<file path="src/rtl/axis_boxcar_fir_mc.sv">
// Multi-channel boxcar (moving-average) FIR with a runtime power-of-two window,
// output decimation and an AXI-Stream master output with a sticky overrun flag.
module axis_boxcar_fir_mc #(
  parameter int CH        = 2,
  parameter int DW_IN     = 32,
  parameter int DW_OUT    = 32,
  parameter int LEN_L_MAX = 6,
  parameter int DECI_W    = 16,
  localparam int LW       = $clog2(LEN_L_MAX + 1)
) (
  input  logic                   a_clk,
  input  logic                   a_reset,
  input  logic [LW-1:0]          len_l,
  input  logic [DECI_W-1:0]      deci,
  input  logic                   next_dv,
  input  logic [CH*DW_IN-1:0]    S_AXIS_tdata,
  input  logic                   S_AXIS_tvalid,
  output logic [CH*DW_OUT-1:0]   M_AXIS_tdata,
  output logic                   M_AXIS_tvalid,
  input  logic                   M_AXIS_tready,
  output logic                   overrun
);

  localparam int DEPTH = 2 ** LEN_L_MAX;
  localparam int AW    = LEN_L_MAX;
  localparam int FW    = LEN_L_MAX + 1;
  localparam int SW    = DW_IN + LEN_L_MAX;

  function automatic logic [SW-1:0] sx(input logic [DW_IN-1:0] v);
    return {{LEN_L_MAX{v[DW_IN-1]}}, v};
  endfunction

  logic [CH*DW_IN-1:0]       ring_r [DEPTH];
  logic [AW-1:0]             wp_r;
  logic [FW-1:0]             fill_r;
  logic [DECI_W-1:0]         dcnt_r;
  logic [LW-1:0]             len_q_r;
  logic [DECI_W-1:0]         deci_q_r;
  logic signed [SW-1:0]      sum_r   [CH];
  logic                      s1_vld_r;

  logic [LW-1:0]             len_c_s;
  logic [FW-1:0]             win_s;
  logic                      accept_s;
  logic                      restart_s;
  logic [FW-1:0]             fill_b_s;
  logic [FW-1:0]             fill_n_s;
  logic                      old_en_s;
  logic [AW-1:0]             rd_idx_s;
  logic [CH*DW_IN-1:0]       ring_rd_s;
  logic [DECI_W-1:0]         dmax_s;
  logic [DECI_W-1:0]         dcnt_b_s;
  logic [DECI_W-1:0]         dcnt_n_s;
  logic                      emit_s;
  logic signed [SW-1:0]      sum_n_s [CH];
  logic signed [SW-1:0]      rnd_s;
  logic signed [DW_IN-1:0]   rt_s    [CH];
  logic [CH*DW_OUT-1:0]      out_s;
  logic                      load_s;

  // Window clamp, accept qualification and restart detection on config change
  always_comb begin
    if (len_l > LW'(LEN_L_MAX)) begin
      len_c_s = LW'(LEN_L_MAX);
    end else begin
      len_c_s = len_l;
    end
    win_s     = FW'(1) << len_c_s;
    accept_s  = S_AXIS_tvalid & next_dv;
    restart_s = (len_c_s != len_q_r) || (deci != deci_q_r);
    rd_idx_s  = wp_r - win_s[AW-1:0];
    ring_rd_s = ring_r[rd_idx_s];
  end

  // Fill tracking and decimation counter; a restart folds into the same cycle
  always_comb begin
    fill_b_s = restart_s ? '0 : fill_r;
    dcnt_b_s = restart_s ? '0 : dcnt_r;
    old_en_s = (fill_b_s == win_s);
    dmax_s   = (deci > DECI_W'(1)) ? (deci - DECI_W'(1)) : '0;
    if (accept_s) begin
      if (old_en_s) begin
        fill_n_s = fill_b_s;
      end else begin
        fill_n_s = fill_b_s + FW'(1);
      end
    end else begin
      fill_n_s = fill_b_s;
    end
    emit_s   = 1'b0;
    dcnt_n_s = dcnt_b_s;
    if (accept_s && (fill_n_s == win_s)) begin
      if (dcnt_b_s >= dmax_s) begin
        emit_s   = 1'b1;
        dcnt_n_s = '0;
      end else begin
        dcnt_n_s = dcnt_b_s + DECI_W'(1);
      end
    end else begin
      dcnt_n_s = dcnt_b_s;
    end
  end

  // Running sums: add the newest sample, drop the one leaving the window
  always_comb begin
    for (int c = 0; c < CH; c++) begin
      sum_n_s[c] = restart_s ? '0 : sum_r[c];
      if (accept_s) begin
        if (old_en_s) begin
          sum_n_s[c] = sum_n_s[c] + sx(S_AXIS_tdata[c*DW_IN +: DW_IN])
                                  - sx(ring_rd_s[c*DW_IN +: DW_IN]);
        end else begin
          sum_n_s[c] = sum_n_s[c] + sx(S_AXIS_tdata[c*DW_IN +: DW_IN]);
        end
      end else begin
        sum_n_s[c] = sum_n_s[c];
      end
    end
  end

  // Round-half-up divide by the registered window; result always fits DW_IN
  always_comb begin
    if (len_q_r == '0) begin
      rnd_s = '0;
    end else begin
      rnd_s = SW'(1) << (len_q_r - LW'(1));
    end
    for (int c = 0; c < CH; c++) begin
      rt_s[c] = DW_IN'((sum_r[c] + rnd_s) >>> len_q_r);
    end
    load_s = s1_vld_r && !restart_s;
  end

  for (genvar g = 0; g < CH; g++) begin : g_out
    if (DW_OUT >= DW_IN) begin : g_ext
      assign out_s[g*DW_OUT +: DW_OUT] = DW_OUT'(rt_s[g]);
    end else begin : g_trunc
      assign out_s[g*DW_OUT +: DW_OUT] = rt_s[g][DW_IN-1 -: DW_OUT];
    end
  end

  // Sample ring; never cleared because fill gates every read
  always_ff @(posedge a_clk) begin
    if (accept_s) begin
      ring_r[wp_r] <= S_AXIS_tdata;
    end
  end

  // Filter state, stage-1 valid and AXIS output register
  always_ff @(posedge a_clk) begin
    if (a_reset) begin
      wp_r          <= '0;
      fill_r        <= '0;
      dcnt_r        <= '0;
      len_q_r       <= '0;
      deci_q_r      <= '0;
      s1_vld_r      <= 1'b0;
      M_AXIS_tdata  <= '0;
      M_AXIS_tvalid <= 1'b0;
      overrun       <= 1'b0;
      for (int c = 0; c < CH; c++) begin
        sum_r[c] <= '0;
      end
    end else begin
      len_q_r  <= len_c_s;
      deci_q_r <= deci;
      fill_r   <= fill_n_s;
      dcnt_r   <= dcnt_n_s;
      s1_vld_r <= emit_s;
      if (accept_s) begin
        wp_r <= wp_r + AW'(1);
      end
      for (int c = 0; c < CH; c++) begin
        sum_r[c] <= sum_n_s[c];
      end
      if (load_s) begin
        M_AXIS_tdata  <= out_s;
        M_AXIS_tvalid <= 1'b1;
        if (M_AXIS_tvalid && !M_AXIS_tready) begin
          overrun <= 1'b1;
        end
      end else if (M_AXIS_tvalid && M_AXIS_tready) begin
        M_AXIS_tvalid <= 1'b0;
      end
    end
  end

endmodule

</file>
<file path="config.mk">
export PLATFORM = sky130hd
export DESIGN_NAME = axis_boxcar_fir_mc
export DESIGN_NICKNAME = d
export VERILOG_FILES = /design/src/rtl/axis_boxcar_fir_mc.sv
export SDC_FILE = /design/constraint.sdc
export NUM_CORES = 2
export LEC_CHECK = 0
export CORE_MARGIN = 2
export CORE_UTILIZATION = 65
export CTS_BUF_LIST = sky130_fd_sc_hd__clkbuf_8
export DETAILED_ROUTE_END_ITERATION = 8
export HOLD_SLACK_MARGIN = 0.05
export PLACE_DENSITY = 0.82
export RECOVER_POWER = 100
export SYNTH_ARGS = -nofsm -noshare
export SYNTH_HDL_FRONTEND = slang
export SYNTH_MEMORY_MAX_BITS = 65536
export SYNTH_SLANG_ARGS = --single-unit
</file>
<file path="constraint.sdc">
create_clock -name a_clk -period 15.75 [get_ports a_clk]
set_input_delay 3.9375 -clock a_clk [delete_from_list [all_inputs] [get_ports a_clk]]
set_output_delay 3.9375 -clock a_clk [all_outputs]
set_load 0.03 [all_outputs]
</file>
==> Word level (Yosys, flattened, before mapping) <==
Memories as Yosys holds them, arrays and structs flattened.
Cells that the tools add are included.
{ "classes": {"n_lt_le_gt_ge": 3, "reduce_logical": 11, "eq_ne": 4, "n_shift": 4, "addsub": 12, "bitwise_logic": 4, "muxes": 25} }
{ "op_table": {"columns": ["operator", "n"], "rows": [
  ["2-to-1 mux 38 bit", 9],
  ["adder 38 bit", 4],
  [">>> shifter 38 x 3 -> 32 bit", 2],
  ["subtractor 38 bit", 2],
  ["2-to-1 mux 16 bit", 4],
  ["left shift 1 x 3 -> 38 bit (first input constant)", 1],
  ["2-to-1 mux 7 bit", 3],
  ["adder 16 x 1 -> 16 bit (second input constant)", 1],
  ["greater-or-equal comparator 16 bit", 1],
  ["> comparator 16 x 1 -> 1 bit (second input constant)", 1],
  ["inequality test 16 bit", 1],
  ["subtractor 16 x 1 -> 16 bit (second input constant)", 1],
  ["equality test 7 bit", 2],
  ["2-to-1 mux 1 bit", 8],
  ["adder 7 x 1 -> 7 bit (second input constant)", 1],
  ["left shift 1 x 3 -> 7 bit (first input constant)", 1],
  ["adder 6 x 1 -> 6 bit (second input constant)", 1],
  ["subtractor 6 bit", 1],
  ["logical AND 1 bit", 4],
  ["> comparator 3 bit (second input constant)", 1],
  ["logical NOT 3 bit", 1],
  ["2-to-1 mux 3 bit", 1],
  ["inequality test 3 bit", 1],
  ["subtractor 3 x 1 -> 3 bit (second input constant)", 1],
  ["8 further kinds", 10]
]} }
{ "word_totals": {"n_memories": 2, "word_cells": 74, "mem_bits_rw": 4172, "register_bits": 115, "in_bits": 88, "output_inout_bits": 66} }
{ "mem_list": {"columns": ["memory", "depth", "word_bits", "read_ports", "rd_clocked_by_memory_dff", "write_ports", "line", "source"], "rows": [
  ["ring_r", 64, 64, 1, 0, 1, "33", "logic [CH*DW_IN-1:0] ring_r [DEPTH];"],
  ["sum_r", 2, 38, 2, 0, 2, "39", "logic signed [SW-1:0] sum_r [CH];"]
]} }

==> Longest topological paths before layout <==
{ "depth": {"depth_word": 12, "ltp_mapped": 40, "mapped_depth_nobuf": 32} }

==> Worst setup path before layout <==
Ideal clock, no wire load.
{ "synth_timing": {"kind": "input port to flip-flop", "start": "in len_l[1]", "end": "mem sum_r[0][75] (netlist bit)", "setup_slack_ns": 3.308, "required_ns": 15.665, "stages": 39, "t_arrival_ns": 12.357, "setup_time_ns": 0.085, "path_buffers": 12, "path_cell_list": "buf_2 nor2_1 inv_1 nor2_1 ha_1 inv_1 fa_1 buf_2 buf_4 buf_4 buf_4 buf_4 buf_2 buf_1 buf_1 clkbuf_1 clkbuf_1 buf_1 [3 not listed] nor2_1 a21oi_1 ha_1 nor2b_1 o21ai_0 a21oi_1 a41oi_1 nor4_1 o31ai_1 o221ai_1 a31oi_1 o2111ai_1 nand3b_4 a22oi_2 a31o_2 a311oi_1 mux2_1 o221ai_1"} }
{ "synth_lines": {"columns": ["item", "line", "source"], "rows": [
  ["start, declared", "13", "input logic [LW-1:0] len_l,"],
  ["end, declared", "39", null]
]} }

==> Worst setup path after layout <==
{ "layout_timing": {"start": "in next_dv", "end": "mem ring_r[15][17] (netlist bit) (enable)"} }
{ "layout_via": {"elab_chain_len": 3} }
{ "layout_lines": {"columns": ["item", "line", "source"], "rows": [
  ["start, declared", "15", "input logic next_dv,"],
  ["bitwise AND 1 bit", "69", "accept_s = S_AXIS_tvalid & next_dv;"],
  ["2-to-1 mux 1 bit", "144", "if (accept_s) begin"],
  ["2-to-1 mux 1 bit (implied by the code)", "145", "ring_r[wp_r] <= S_AXIS_tdata;"],
  ["end, declared", "33", null]
]} }
No other way between the ends.

==> metrics.txt <==
# TYPE chip_impl_metric gauge
chip_impl_info{name="run_status",value="finished, violations left"} 1
chip_impl_info{name="failing_checks",value="capacitance limit, slew limit"} 1
chip_impl_info{name="synth_top_cells_by_count",value="sky130_fd_sc_hd__edfxtp_1, sky130_fd_sc_hd__mux4_2, sky130_fd_sc_hd__nor2_1, sky130_fd_sc_hd__nand2_1, sky130_fd_sc_hd__clkbuf_1"} 1
chip_impl_metric{name="hold_path_depth",unit=""} 2
chip_impl_metric{name="max_clock_freq",unit="MHz"} 69.6
chip_impl_metric{name="floorplan.initialDensity",unit="%"} 65.5
chip_impl_metric{name="synth.top_cell.area_share",unit="%"} 69.3
chip_impl_metric{name="cp_data_arrival_time",unit="ns"} 15.09
chip_impl_metric{name="gpl.final_weighted_congestion",unit=""} 0.947
chip_impl_metric{name="clock_latency",unit="ns"} 1.25
chip_impl_metric{name="height_of_the_chip",unit="um"} 527
chip_impl_metric{name="leakage_power",unit="nW"} 63.5
chip_impl_metric{name="yosysWarningCount",unit=""} 0
chip_impl_metric{name="synth_area_per_cell",unit="um^2"} 19.6
chip_impl_metric{name="pin_count_of_the_biggest_net_entering_global_routing",unit=""} 124
chip_impl_info{name="synth_flop_cell",value="sky130_fd_sc_hd__edfxtp_1"} 1
chip_impl_info{name="holdCritStartpoint",value="M_AXIS_tdata[58]$_SDFFE_PP0P_"} 1
chip_impl_metric{name="synth_async_reset_ratio",unit="%"} 0
chip_impl_metric{name="io_pins",unit=""} 154
chip_impl_metric{name="yosysUniqueCellTypes",unit=""} 102
chip_impl_metric{name="fin_nets",unit=""} 9950
chip_impl_metric{name="timing.critical_path.fanout_max",unit=""} 35
chip_impl_metric{name="design_power_total",unit="mW"} 24.3
chip_impl_info{name="crit_start_category",value="input pin"} 1
chip_impl_info{name="cp-end-kind",value="flop"} 1
chip_impl_metric{name="routed_wl",unit="um"} 530000
chip_impl_metric{name="cts.repair_timing.setup_buffer_count",unit=""} 0
chip_impl_info{name="setup.worst_path.class",value="in2reg"} 1
chip_impl_metric{name="yosys_register_bits",unit=""} 4287
chip_impl_metric{name="grt_overflow",unit=""} 0
chip_impl_metric{name="finalHoldViolCount",unit=""} 0
chip_impl_metric{name="dp.final_hpwl",unit="um"} 298000
chip_impl_metric{name="vdd_drop_max",unit="mV"} 0.105
chip_impl_metric{name="first_global_vias",unit=""} 98700
chip_impl_info{name="rsz0062_at_grt",value="no"} 1
chip_impl_metric{name="setup_violators_final",unit=""} 0
chip_impl_metric{name="antenna_found_initial",unit=""} 32
chip_impl_metric{name="cts_resized",unit=""} 0
chip_impl_metric{name="timing.reg2reg.setup_slack",unit="ns"} 5.22
chip_impl_info{name="holdPathEnd",value="M_AXIS_tdata[58]$_SDFFE_PP0P_"} 1
chip_impl_metric{name="detail_route.iter0.violations",unit=""} 18300
chip_impl_metric{name="post-route-period-util",unit="%"} 91.2
chip_impl_info{name="tritoncts",value="yes"} 1
chip_impl_metric{name="routed-via-count",unit=""} 101000
chip_impl_metric{name="yosysSeqAreaShare",unit="%"} 71.4
chip_impl_metric{name="critical_path_required",unit="ns"} 16.47
chip_impl_metric{name="core_area",unit="um^2"} 271000
chip_impl_metric{name="fin_crit",unit="ns"} 14.37
chip_impl_info{name="worstReg2RegStart",value="wp_r[0]$_SDFFE_PP0P_"} 1
chip_impl_metric{name="finalInstanceArea",unit="um^2"} 195000
chip_impl_metric{name="cts.clk_slew.worst_paths",unit="ns"} 0.06
chip_impl_info{name="largest_area_contributor_in_the_netlist",value="sky130_fd_sc_hd__edfxtp_1"} 1
chip_impl_metric{name="routed_wire_length_per_instance",unit="um"} 38.5
chip_impl_metric{name="synth_enable_flop_cells",unit=""} 4096
chip_impl_metric{name="drv_cap",unit=""} 241
chip_impl_metric{name="numClockSinks",unit=""} 4287
chip_impl_metric{name="grt_first_pass_wirelength",unit="um"} 736000
chip_impl_metric{name="postPlaceCellArea",unit="um^2"} 184000
chip_impl_metric{name="die_width",unit="um"} 527
chip_impl_metric{name="first_pass_detailed_route_iteration_total",unit=""} 8
chip_impl_info{name="post-synth-top-count-cell",value="sky130_fd_sc_hd__edfxtp_1"} 1
chip_impl_metric{name="ant_nets",unit=""} 0
chip_impl_metric{name="vias_per_cell",unit=""} 7.36
chip_impl_metric{name="clockBufferDepth",unit=""} 4
chip_impl_metric{name="io_buffer_count",unit=""} 153
chip_impl_metric{name="die_footprint",unit="um^2"} 277000
chip_impl_metric{name="worst_slew_pin_slew",unit="ns"} 5.54
chip_impl_info{name="ys_top_cells_by_area",value="sky130_fd_sc_hd__edfxtp_1, sky130_fd_sc_hd__mux4_2, sky130_fd_sc_hd__dfxtp_1, sky130_fd_sc_hd__ha_1, sky130_fd_sc_hd__mux2i_1"} 1
chip_impl_metric{name="maxSlewHeadroom",unit="%"} -269
chip_impl_metric{name="syn-instance-count",unit=""} 9076
chip_impl_metric{name="fraction_of_final_layout_cells_sized_beyond_drive_strength_1",unit="%"} 23.2
chip_impl_metric{name="syn_area",unit="um^2"} 178000
chip_impl_info{name="crit-reg2reg-capture",value="sum_r[0][28]$_SDFF_PP0_"} 1
chip_impl_metric{name="clock_tree.htree_level_count",unit=""} 6
chip_impl_metric{name="drc_errors",unit=""} 0
chip_impl_metric{name="track_usage",unit="%"} 38.3
chip_impl_metric{name="placement_rows",unit=""} 191
chip_impl_info{name="cts.root.buffer_cell",value="sky130_fd_sc_hd__clkbuf_8"} 1
chip_impl_metric{name="setup_total_negative_slack",unit="ns"} 0
chip_impl_metric{name="power.density_cell_area",unit="nW/um^2"} 125
chip_impl_metric{name="synth_nets",unit=""} 9347
chip_impl_info{name="hold_path_class",value="reg2reg"} 1
chip_impl_metric{name="timing.clock.skew",unit="ns"} 0.0750
chip_impl_metric{name="slew_viol_final",unit=""} 8856
chip_impl_metric{name="post-route-util",unit="%"} 71.9
chip_impl_metric{name="cts.hold.buffers_added",unit=""} 0
chip_impl_metric{name="layout_stage_area_growth_over_the_synthesis_result",unit="%"} 9.78
chip_impl_metric{name="tritoncts.num_buffers",unit=""} 650
chip_impl_metric{name="reg2regPathDepth",unit=""} 28
[how the worst max path moves through the flow]
stage	startpoint	to	slack, ns
6_report	next_dv	ring_r[15][17]$_DFFE_PP_	1.38
5_1_grt	len_l[1]	sum_r[0][30]$_SDFF_PP0_	1.37
4_1_cts	len_l[1]	sum_r[0][28]$_SDFF_PP0_	3.14
3_5_place_dp	len_l[1]	sum_r[0][28]$_SDFF_PP0_	2.03
3_3_place_gp	len_l[1]	sum_r[0][37]$_SDFF_PP0_	2.06
2_1_floorplan	len_l[1]	sum_r[0][75]$_SDFF_PP0_	3.31
[registers in the layout (all words and copies together) (netlist names), 3 cells and up]
| signal | flops |
|---|---|
| sum_r | 76 |
| wp_r | 6 |
| deci_q_r | 16 |
| M_AXIS_tdata | 64 |
| len_q_r | 3 |
| fill_r | 7 |
| dcnt_r | 16 |
| ring_r | 4096 |
[metrics by stage]
| stage | hold WS (ns) | instances | setup slack [ns] |
|---|---|---|---|
| 3_5_place_dp | 0.444 | 12600 | 2.03 |
| 4_1_cts | 0.451 | 13800 | 3.14 |
| 6_report | 0.445 | 13800 | 1.38 |
| 2_1_floorplan | 0.469 | 9076 | 3.31 |
| 5_1_grt | 0.467 | 13800 | 1.37 |
| 3_3_place_gp | 0.441 | 12600 | 2.06 |
[cell families (layout without fill, tap and decap cells)]
kind of cell | count (synthesis) | in the layout | synth area share (%)
flops | 4287 | 4287 | 71.4
mux | 1513 | 1513 | 17.6
simple gates | 1333 | 1333 | 3.55
compound gates | 939 | 939 | 3.46
buf+inv | 579 | 1695 | 1.44
xor+xnor | 238 | 238 | 1.19
fa+ha+maj | 187 | 187 | 1.34
other cells | 0 | 13 | 0
[power breakdown]
part / switching (mW) / internal, mW / total, mW
combinational: 1.76 / 1.30 / 3.06
clock: 4.38 / 4.33 / 8.71
sequential: 0.0434 / 12.5 / 12.6
total: 6.18 / 18.2 / 24.3
[final cells by class]
class                      count  area, um^2
clock inverter               498        2880
multi-input combinational   4210       48300
sequential                  4287      127000
timing repair buffer         433        2890
tap                         3570        4470
fill                       15100       76300
inverter                      97         364
antenna                       13        32.5
clock buffer                 667        9180
[layer usage]
| metal | wire, um | GRT usage (%) |
|---|---|---|
| met5 | 128 | 0 |
| met2 | 241000 | 57.5 |
| met3 | 81800 | 11.2 |
| met4 | 31500 | 19.1 |
| met1 | 175000 | 52.2 |
[layout by cell type, fill, tap and decap left out, types with 35 or more instances in the layout]
cell type / Yosys / layout
sky130_fd_sc_hd__clkinv_2: 0 / 81
sky130_fd_sc_hd__and3_1: 113 / 112
sky130_fd_sc_hd__buf_2: 52 / 37
sky130_fd_sc_hd__o21a_1: 35 / 35
sky130_fd_sc_hd__ha_1: 176 / 175
sky130_fd_sc_hd__nor3_1: 75 / 74
sky130_fd_sc_hd__a21o_1: 55 / 54
sky130_fd_sc_hd__inv_1: 93 / 276
sky130_fd_sc_hd__nand4_1: 39 / 39
sky130_fd_sc_hd__mux4_2: 1279 / 1279
sky130_fd_sc_hd__dfxtp_1: 191 / 188
sky130_fd_sc_hd__xor2_1: 87 / 87
sky130_fd_sc_hd__a21oi_1: 266 / 267
sky130_fd_sc_hd__a31oi_1: 40 / 40
sky130_fd_sc_hd__clkinv_1: 1 / 161
sky130_fd_sc_hd__edfxtp_1: 4096 / 4096
sky130_fd_sc_hd__o21ai_0: 162 / 166
sky130_fd_sc_hd__nor2b_1: 52 / 52
sky130_fd_sc_hd__mux2_2: 57 / 56
sky130_fd_sc_hd__dlygate4sd3_1: 0 / 69
sky130_fd_sc_hd__o211ai_1: 45 / 45
sky130_fd_sc_hd__nand3_1: 76 / 76
sky130_fd_sc_hd__mux2i_1: 176 / 175
sky130_fd_sc_hd__buf_4: 31 / 73
sky130_fd_sc_hd__nand2b_1: 36 / 36
sky130_fd_sc_hd__xnor2_1: 148 / 148
sky130_fd_sc_hd__a211oi_1: 91 / 92
sky130_fd_sc_hd__nor2_1: 448 / 436
sky130_fd_sc_hd__clkbuf_1: 282 / 211
sky130_fd_sc_hd__nand2_1: 349 / 347
sky130_fd_sc_hd__clkbuf_8: 0 / 667
[critical path, stage by stage]
cell and delay, ns:
sky130_fd_sc_hd__dlygate4sd3_1 0.58, sky130_fd_sc_hd__nand2_2 0.07, sky130_fd_sc_hd__clkbuf_1 1.19, sky130_fd_sc_hd__nor2_1 0.90, sky130_fd_sc_hd__nand3_1 0.18, sky130_fd_sc_hd__clkbuf_1 0.39, sky130_fd_sc_hd__nor2_1 2.58, sky130_fd_sc_hd__clkbuf_1 2.43
sky130_fd_sc_hd__clkbuf_1 2.63
(Power assumes the default switching activity.)
